$ cat src/rtl/disp7seg_pkg.sv
// Shared glyph table and sizing helpers for the multiplexed 7-segment driver.
// Glyphs are active-low {g,f,e,d,c,b,a}; the top applies polarity at the pins.
package disp7seg_pkg;

    localparam logic [6:0] GLYPH_0 = 7'b1000000;
    localparam logic [6:0] GLYPH_1 = 7'b1111001;
    localparam logic [6:0] GLYPH_2 = 7'b0100100;
    localparam logic [6:0] GLYPH_3 = 7'b0110000;
    localparam logic [6:0] GLYPH_4 = 7'b0011001;
    localparam logic [6:0] GLYPH_5 = 7'b0010010;
    localparam logic [6:0] GLYPH_6 = 7'b0000010;
    localparam logic [6:0] GLYPH_7 = 7'b1111000;
    localparam logic [6:0] GLYPH_8 = 7'b0000000;
    localparam logic [6:0] GLYPH_9 = 7'b0010000;
    localparam logic [6:0] GLYPH_A = 7'b0001000;
    localparam logic [6:0] GLYPH_B = 7'b0000011;
    localparam logic [6:0] GLYPH_C = 7'b1000110;
    localparam logic [6:0] GLYPH_D = 7'b0100001;
    localparam logic [6:0] GLYPH_E = 7'b0000110;
    localparam logic [6:0] GLYPH_F = 7'b0001110;

    localparam logic [6:0] SEG_BLANK = 7'b1111111;

    function automatic int idx_width(input int n);
        return (n > 1) ? $clog2(n) : 1;
    endfunction

endpackage

$ cat src/rtl/disp7seg_scan_glyph.sv
// Nibble to active-low segment pattern; 10..15 go dark unless hex mode is on.
module hex7seg_glyph
    import disp7seg_pkg::*;
(
    input  logic [3:0] nibble,
    input  logic       hex_mode,
    input  logic       suppress,
    output logic [6:0] seg_n
);

    always_comb begin
        seg_n = SEG_BLANK;
        if (!suppress) begin
            case (nibble)
                4'h0: seg_n = GLYPH_0;
                4'h1: seg_n = GLYPH_1;
                4'h2: seg_n = GLYPH_2;
                4'h3: seg_n = GLYPH_3;
                4'h4: seg_n = GLYPH_4;
                4'h5: seg_n = GLYPH_5;
                4'h6: seg_n = GLYPH_6;
                4'h7: seg_n = GLYPH_7;
                4'h8: seg_n = GLYPH_8;
                4'h9: seg_n = GLYPH_9;
                4'hA: seg_n = hex_mode ? GLYPH_A : SEG_BLANK;
                4'hB: seg_n = hex_mode ? GLYPH_B : SEG_BLANK;
                4'hC: seg_n = hex_mode ? GLYPH_C : SEG_BLANK;
                4'hD: seg_n = hex_mode ? GLYPH_D : SEG_BLANK;
                4'hE: seg_n = hex_mode ? GLYPH_E : SEG_BLANK;
                4'hF: seg_n = hex_mode ? GLYPH_F : SEG_BLANK;
                default: seg_n = SEG_BLANK;
            endcase
        end
    end

endmodule

$ cat src/rtl/disp7seg_scan.sv
// Time-multiplexed N-digit 7-segment driver with shadow capture, leading-zero
// suppression, per-digit DP, global blanking and a dark gap at each slot start.
module disp7seg_scan
    import disp7seg_pkg::*;
#(
    parameter int NUM_DIGITS  = 4,
    parameter int REFRESH_DIV = 50000,
    parameter int GAP         = 2,
    parameter int SEG_ACT_LOW = 1,
    parameter int AN_ACT_LOW  = 1
) (
    input  logic                    CLK,
    input  logic                    RST,
    input  logic [4*NUM_DIGITS-1:0] VALUE,
    input  logic                    LOAD,
    input  logic [NUM_DIGITS-1:0]   DP_IN,
    input  logic                    HEX_MODE,
    input  logic                    LZ_SUPPRESS,
    input  logic                    BLANK,
    output logic [6:0]              SEG,
    output logic                    DP,
    output logic [NUM_DIGITS-1:0]   AN,
    output logic                    SCAN_DONE
);

    localparam int IW = idx_width(NUM_DIGITS);
    localparam int CW = $clog2(REFRESH_DIV);
    localparam logic [IW-1:0]         LAST_IDX = IW'(NUM_DIGITS - 1);
    localparam logic [CW-1:0]         LAST_CNT = CW'(REFRESH_DIV - 1);
    localparam logic [6:0]            SEG_OFF  = (SEG_ACT_LOW != 0) ? 7'h7F : 7'h00;
    localparam logic                  DP_OFF   = (SEG_ACT_LOW != 0);
    localparam logic [NUM_DIGITS-1:0] AN_OFF   = {NUM_DIGITS{AN_ACT_LOW != 0}};

    logic [CW-1:0]           cnt;
    logic [IW-1:0]           idx;
    logic [4*NUM_DIGITS-1:0] shadow;
    logic [NUM_DIGITS-1:0]   shadow_dp;

    logic                  wrap;
    logic [3:0]            nibble;
    logic                  dp_req;
    logic                  lz_blank;
    logic                  an_on;
    logic [NUM_DIGITS-1:0] an_sel;
    logic [6:0]            glyph_n;

    assign wrap  = (cnt == LAST_CNT);
    assign an_on = !BLANK && (int'(cnt) >= GAP);

    // A digit is a leading zero when it and every digit above it are zero.
    always_comb begin
        nibble   = 4'd0;
        dp_req   = 1'b0;
        an_sel   = '0;
        lz_blank = (idx != '0);
        for (int k = 0; k < NUM_DIGITS; k++) begin
            if (k == int'(idx)) begin
                nibble    = shadow[4*k +: 4];
                dp_req    = shadow_dp[k];
                an_sel[k] = 1'b1;
            end
            if (k >= int'(idx) && shadow[4*k +: 4] != 4'd0)
                lz_blank = 1'b0;
        end
    end

    hex7seg_glyph u_glyph (
        .nibble   (nibble),
        .hex_mode (HEX_MODE),
        .suppress (LZ_SUPPRESS && lz_blank),
        .seg_n    (glyph_n)
    );

    always_ff @(posedge CLK) begin
        if (RST) begin
            cnt       <= '0;
            idx       <= '0;
            shadow    <= '0;
            shadow_dp <= '0;
            SEG       <= SEG_OFF;
            DP        <= DP_OFF;
            AN        <= AN_OFF;
            SCAN_DONE <= 1'b0;
        end else begin
            if (LOAD) begin
                shadow    <= VALUE;
                shadow_dp <= DP_IN;
            end
            cnt <= wrap ? '0 : cnt + 1'b1;
            if (wrap)
                idx <= (idx == LAST_IDX) ? '0 : idx + 1'b1;
            SEG       <= (SEG_ACT_LOW != 0) ? glyph_n : ~glyph_n;
            DP        <= (SEG_ACT_LOW != 0) ? ~dp_req : dp_req;
            AN        <= !an_on ? AN_OFF : ((AN_ACT_LOW != 0) ? ~an_sel : an_sel);
            SCAN_DONE <= wrap && (idx == LAST_IDX);
        end
    end

endmodule
$ cat config.mk
export PLATFORM = sky130hd
export DESIGN_NAME = disp7seg_scan
export DESIGN_NICKNAME = d
export VERILOG_FILES = /design/src/rtl/disp7seg_pkg.sv /design/src/rtl/disp7seg_scan_glyph.sv /design/src/rtl/disp7seg_scan.sv
export SDC_FILE = /design/constraint.sdc
export NUM_CORES = 1
export LEC_CHECK = 0
export BUFFER_PORTS_ARGS = -buffer_cell sky130_fd_sc_hd__buf_4
export CAP_MARGIN = 10
export CORE_MARGIN = 5
export CORE_UTILIZATION = 45
export CTS_CLUSTER_SIZE = 16
export DETAILED_ROUTE_END_ITERATION = 8
export HOLD_SLACK_MARGIN = 0.12
export PLACE_DENSITY = 0.67
export SYNTH_ARGS = -nofsm -noshare
export SYNTH_HDL_FRONTEND = slang
export SYNTH_HIERARCHICAL = 1
export SYNTH_SLANG_ARGS = --single-unit
$ cat constraint.sdc
create_clock -name CLK -period 2.7 [get_ports CLK]
set_input_delay 0.405 -clock CLK [delete_from_list [all_inputs] [get_ports CLK]]
set_output_delay 0.405 -clock CLK [all_outputs]
set_load 0.02 [all_outputs]
==> results.ini <==
[cts]
clk_latency_ns=0.30
postCtsSetupBuffers=0
cts.repair.resized=0
clock-sinks=51
cts-root-buf=clkbuf_8
cts_tree=built
cts_max_level=2
cts_hold_buffers=0
cts_buffer_depth=2
numCtsBuffers=5
cts.reportedPaths.clkPinSlew_ns=0.09

[worst_setup_path]
endpoint_kind=flip-flop
crit_path_start=idx[1]
rr_startpoint=idx[1]
path_class=flip-flop to flip-flop
startpoint_type=flip-flop
worst-r2r-setup-slack_ns=0.23
crit_fanout=11
reg2reg_depth=12
cp_data_arrival_time_ns=2.66
r2r_end=SEG[6]
critical_path_required_ns=2.89

[sta]
hold_viol_final=0
slew_headroom_pct=54.2
drv_slew=0
tightest_slew_ns=0.683
setup_tns_ns=0
setup_violations=0
fin_skew_ns=0.00858
min_period_ns=2.47
rsz0062_at_grt=no
fin_crit_sh_pct=91.4
whs_ns=0.329
fmax_ghz=0.405

[layout]
num-nets-final=351
seqCellArea_mm2=0.00102
multiInputGateArea_mm2=0.00130
syn_to_final_growth_pct=17.8
postLayoutCoreUtil_pct=55.3
drive_gt1_share_pct=20.8
nFillCells=507
n_antenna_cell=0

[detailed_routing]
wl_per_cell_um=12.6
routed_wl_um=4900
first_pass_iters=4
post_drt_via_cell_ratio=5.07
dr.first_iter.drc_count=62
num_vias=1968
drc=0
detail-route-antenna-nets=0

[global_route]
grt_pass1_wl_um=8590
first_global_vias=1941
grt_max_degree=35
antenna_found_initial=0
grt_overflow=0
track_usage_pct=14.6

[floorplanning]
die_h_um=83.7
dieArea_mm2=0.00700
start_util_pct=46.9
row_count=26
die_w_um=83.7
core_mm2=0.00520
num_io_pins=39

[power_and_ir_drop]
powerDensity_mw_per_mm2=512
p_leak_nw=1.14
vdd_ir_drop_max_mv=0.309

[synthesis]
synth_async_sr_flop_share_pct=0
synth_edf_count=0
ys_warn_count=6
syn_inst=281
ys_seq_elements=51
syn_nets=315
syn-mean-instance-area_um2=8.69
seq_area_frac_synth_pct=41.8
synth.distinct_cells=45
synth_ff_type=dfxtp_1
synth_area_mm2=0.00244

[hold_path]
holdPathStages=3
worstHoldStart=DP_IN[2]
hold_class=input port to flip-flop
worstHoldEndpoint=shadow_dp[2]

[place]
gp_congestion=0.899
dpl.hpwl_um=3560
io_buffer_count=38

[outcome]
status=finished clean

[run]
max_cap_violations=0

-- cell usage after synthesis (all sizes together) (2+ instances only) --
master / count / area (um^2)
o31ai: 2 / 15.0
or2: 10 / 62.6
nor2: 48 / 183
nand4: 5 / 31.3
nand3: 5 / 25.0
o211ai: 2 / 15.0
nor2b: 3 / 18.8
mux2i: 23 / 230
buf: 6 / 56.3
dfxtp: 51 / 1020
ha: 8 / 100
a21oi: 16 / 80.1
nand2: 20 / 75.1
a311oi: 2 / 17.5
nor4: 8 / 65.1
nand2b: 2 / 12.5
and2: 2 / 12.5
or4: 2 / 18.8
xnor2: 13 / 114
inv: 9 / 33.8
o21ai: 11 / 55.1
clkbuf: 9 / 33.8
nor3: 7 / 35.0
nand3b: 4 / 30.0
-- state kept, by name, indices dropped and copies added, names as in the netlist --
| name | cells |
|---|---|
| shadow | 16 |
| SCAN_DONE | 1 |
| cnt | 16 |
| shadow_dp | 4 |
| idx | 2 |
| SEG | 7 |
| DP | 1 |
| AN | 4 |
-- critical path, cell delays in order, from the launching register on --
cell and delay [ns]:
dfxtp_1 0.42, inv_1 0.12, ha_1 0.27, buf_4 0.18
nand3b_1 0.16, a21oi_1 0.17, a21oi_1 0.05, o21ai_0 0.15
buf_4 0.19, nor2_1 0.07, a31oi_1 0.19, o211ai_1 0.11
or2_2 0.27
-- routing by layer --
metal / GRT usage [%] / vias to the layer above / wire length [um]
li1: - / 1025 / -
met4: 3.95 / 0 / 46
met3: 5.03 / 6 / 237
met2: 22.9 / 34 / 2130
met1: 19.1 / 903 / 2490
met5: 0 / - / 0
-- layout make-up --
class	count	share of cell area, %
Clock buffer	7	3.35
Clock inverter	1	0.261
Inverter	9	1.17
Multi-Input combinational cell	206	45.2
Sequential cell	51	35.5
Tap cell	70	3.04
Timing Repair Buffer	44	11.5
-- where the power goes --
part	switching (mW)	internal, mW
Sequential	0.0217	0.785
Combinational	0.0942	0.0989
Clock	0.239	0.233
-- how the worst max path moves through the flow --
stage	end	slack [ns]	cells past startpoint
after floorplan	SEG[1]	0.28	7
after global placement	SEG[5]	0.24	10
after detailed placement	SEG[5]	0.16	10
after CTS	SEG[5]	0.14	10
after global routing	SEG[5]	0.02	10
final	SEG[6]	0.23	12
-- layout by cell type (no fill, tap or decap), types with 9 or more instances in the layout --
cell	synthesis	layout
dfxtp_1	51	51
xnor2_1	13	13
inv_1	9	9
buf_4	2	44
nor2_1	47	47
o21ai_0	10	9
nand2_1	20	20
mux2i_1	23	23
a21oi_1	16	16
-- through the flow --
step                      power, mW  instance area [um^2]  cells  worst slack, ns
after floorplan               0.949                  2440    281            0.278
after global placement         1.02                  2770    380            0.239
after detailed placement       1.02                  2770    380            0.164
after CTS                      1.49                  2870    388            0.142
after global routing           1.54                  2880    388           0.0186
final                          1.47                  2880    388            0.233
-- cells by family after synthesis --
group / share of synthesized area [%]
flip-flops: 41.8
AO/OA/AOI/OAI: 9.94
AND/OR/NAND/NOR: 24.6
XOR/XNOR: 5.02
adder cells (fa/ha/maj): 4.10
buffers and inverters: 5.07
multiplexers: 9.43
(Power assumes the default switching activity.)
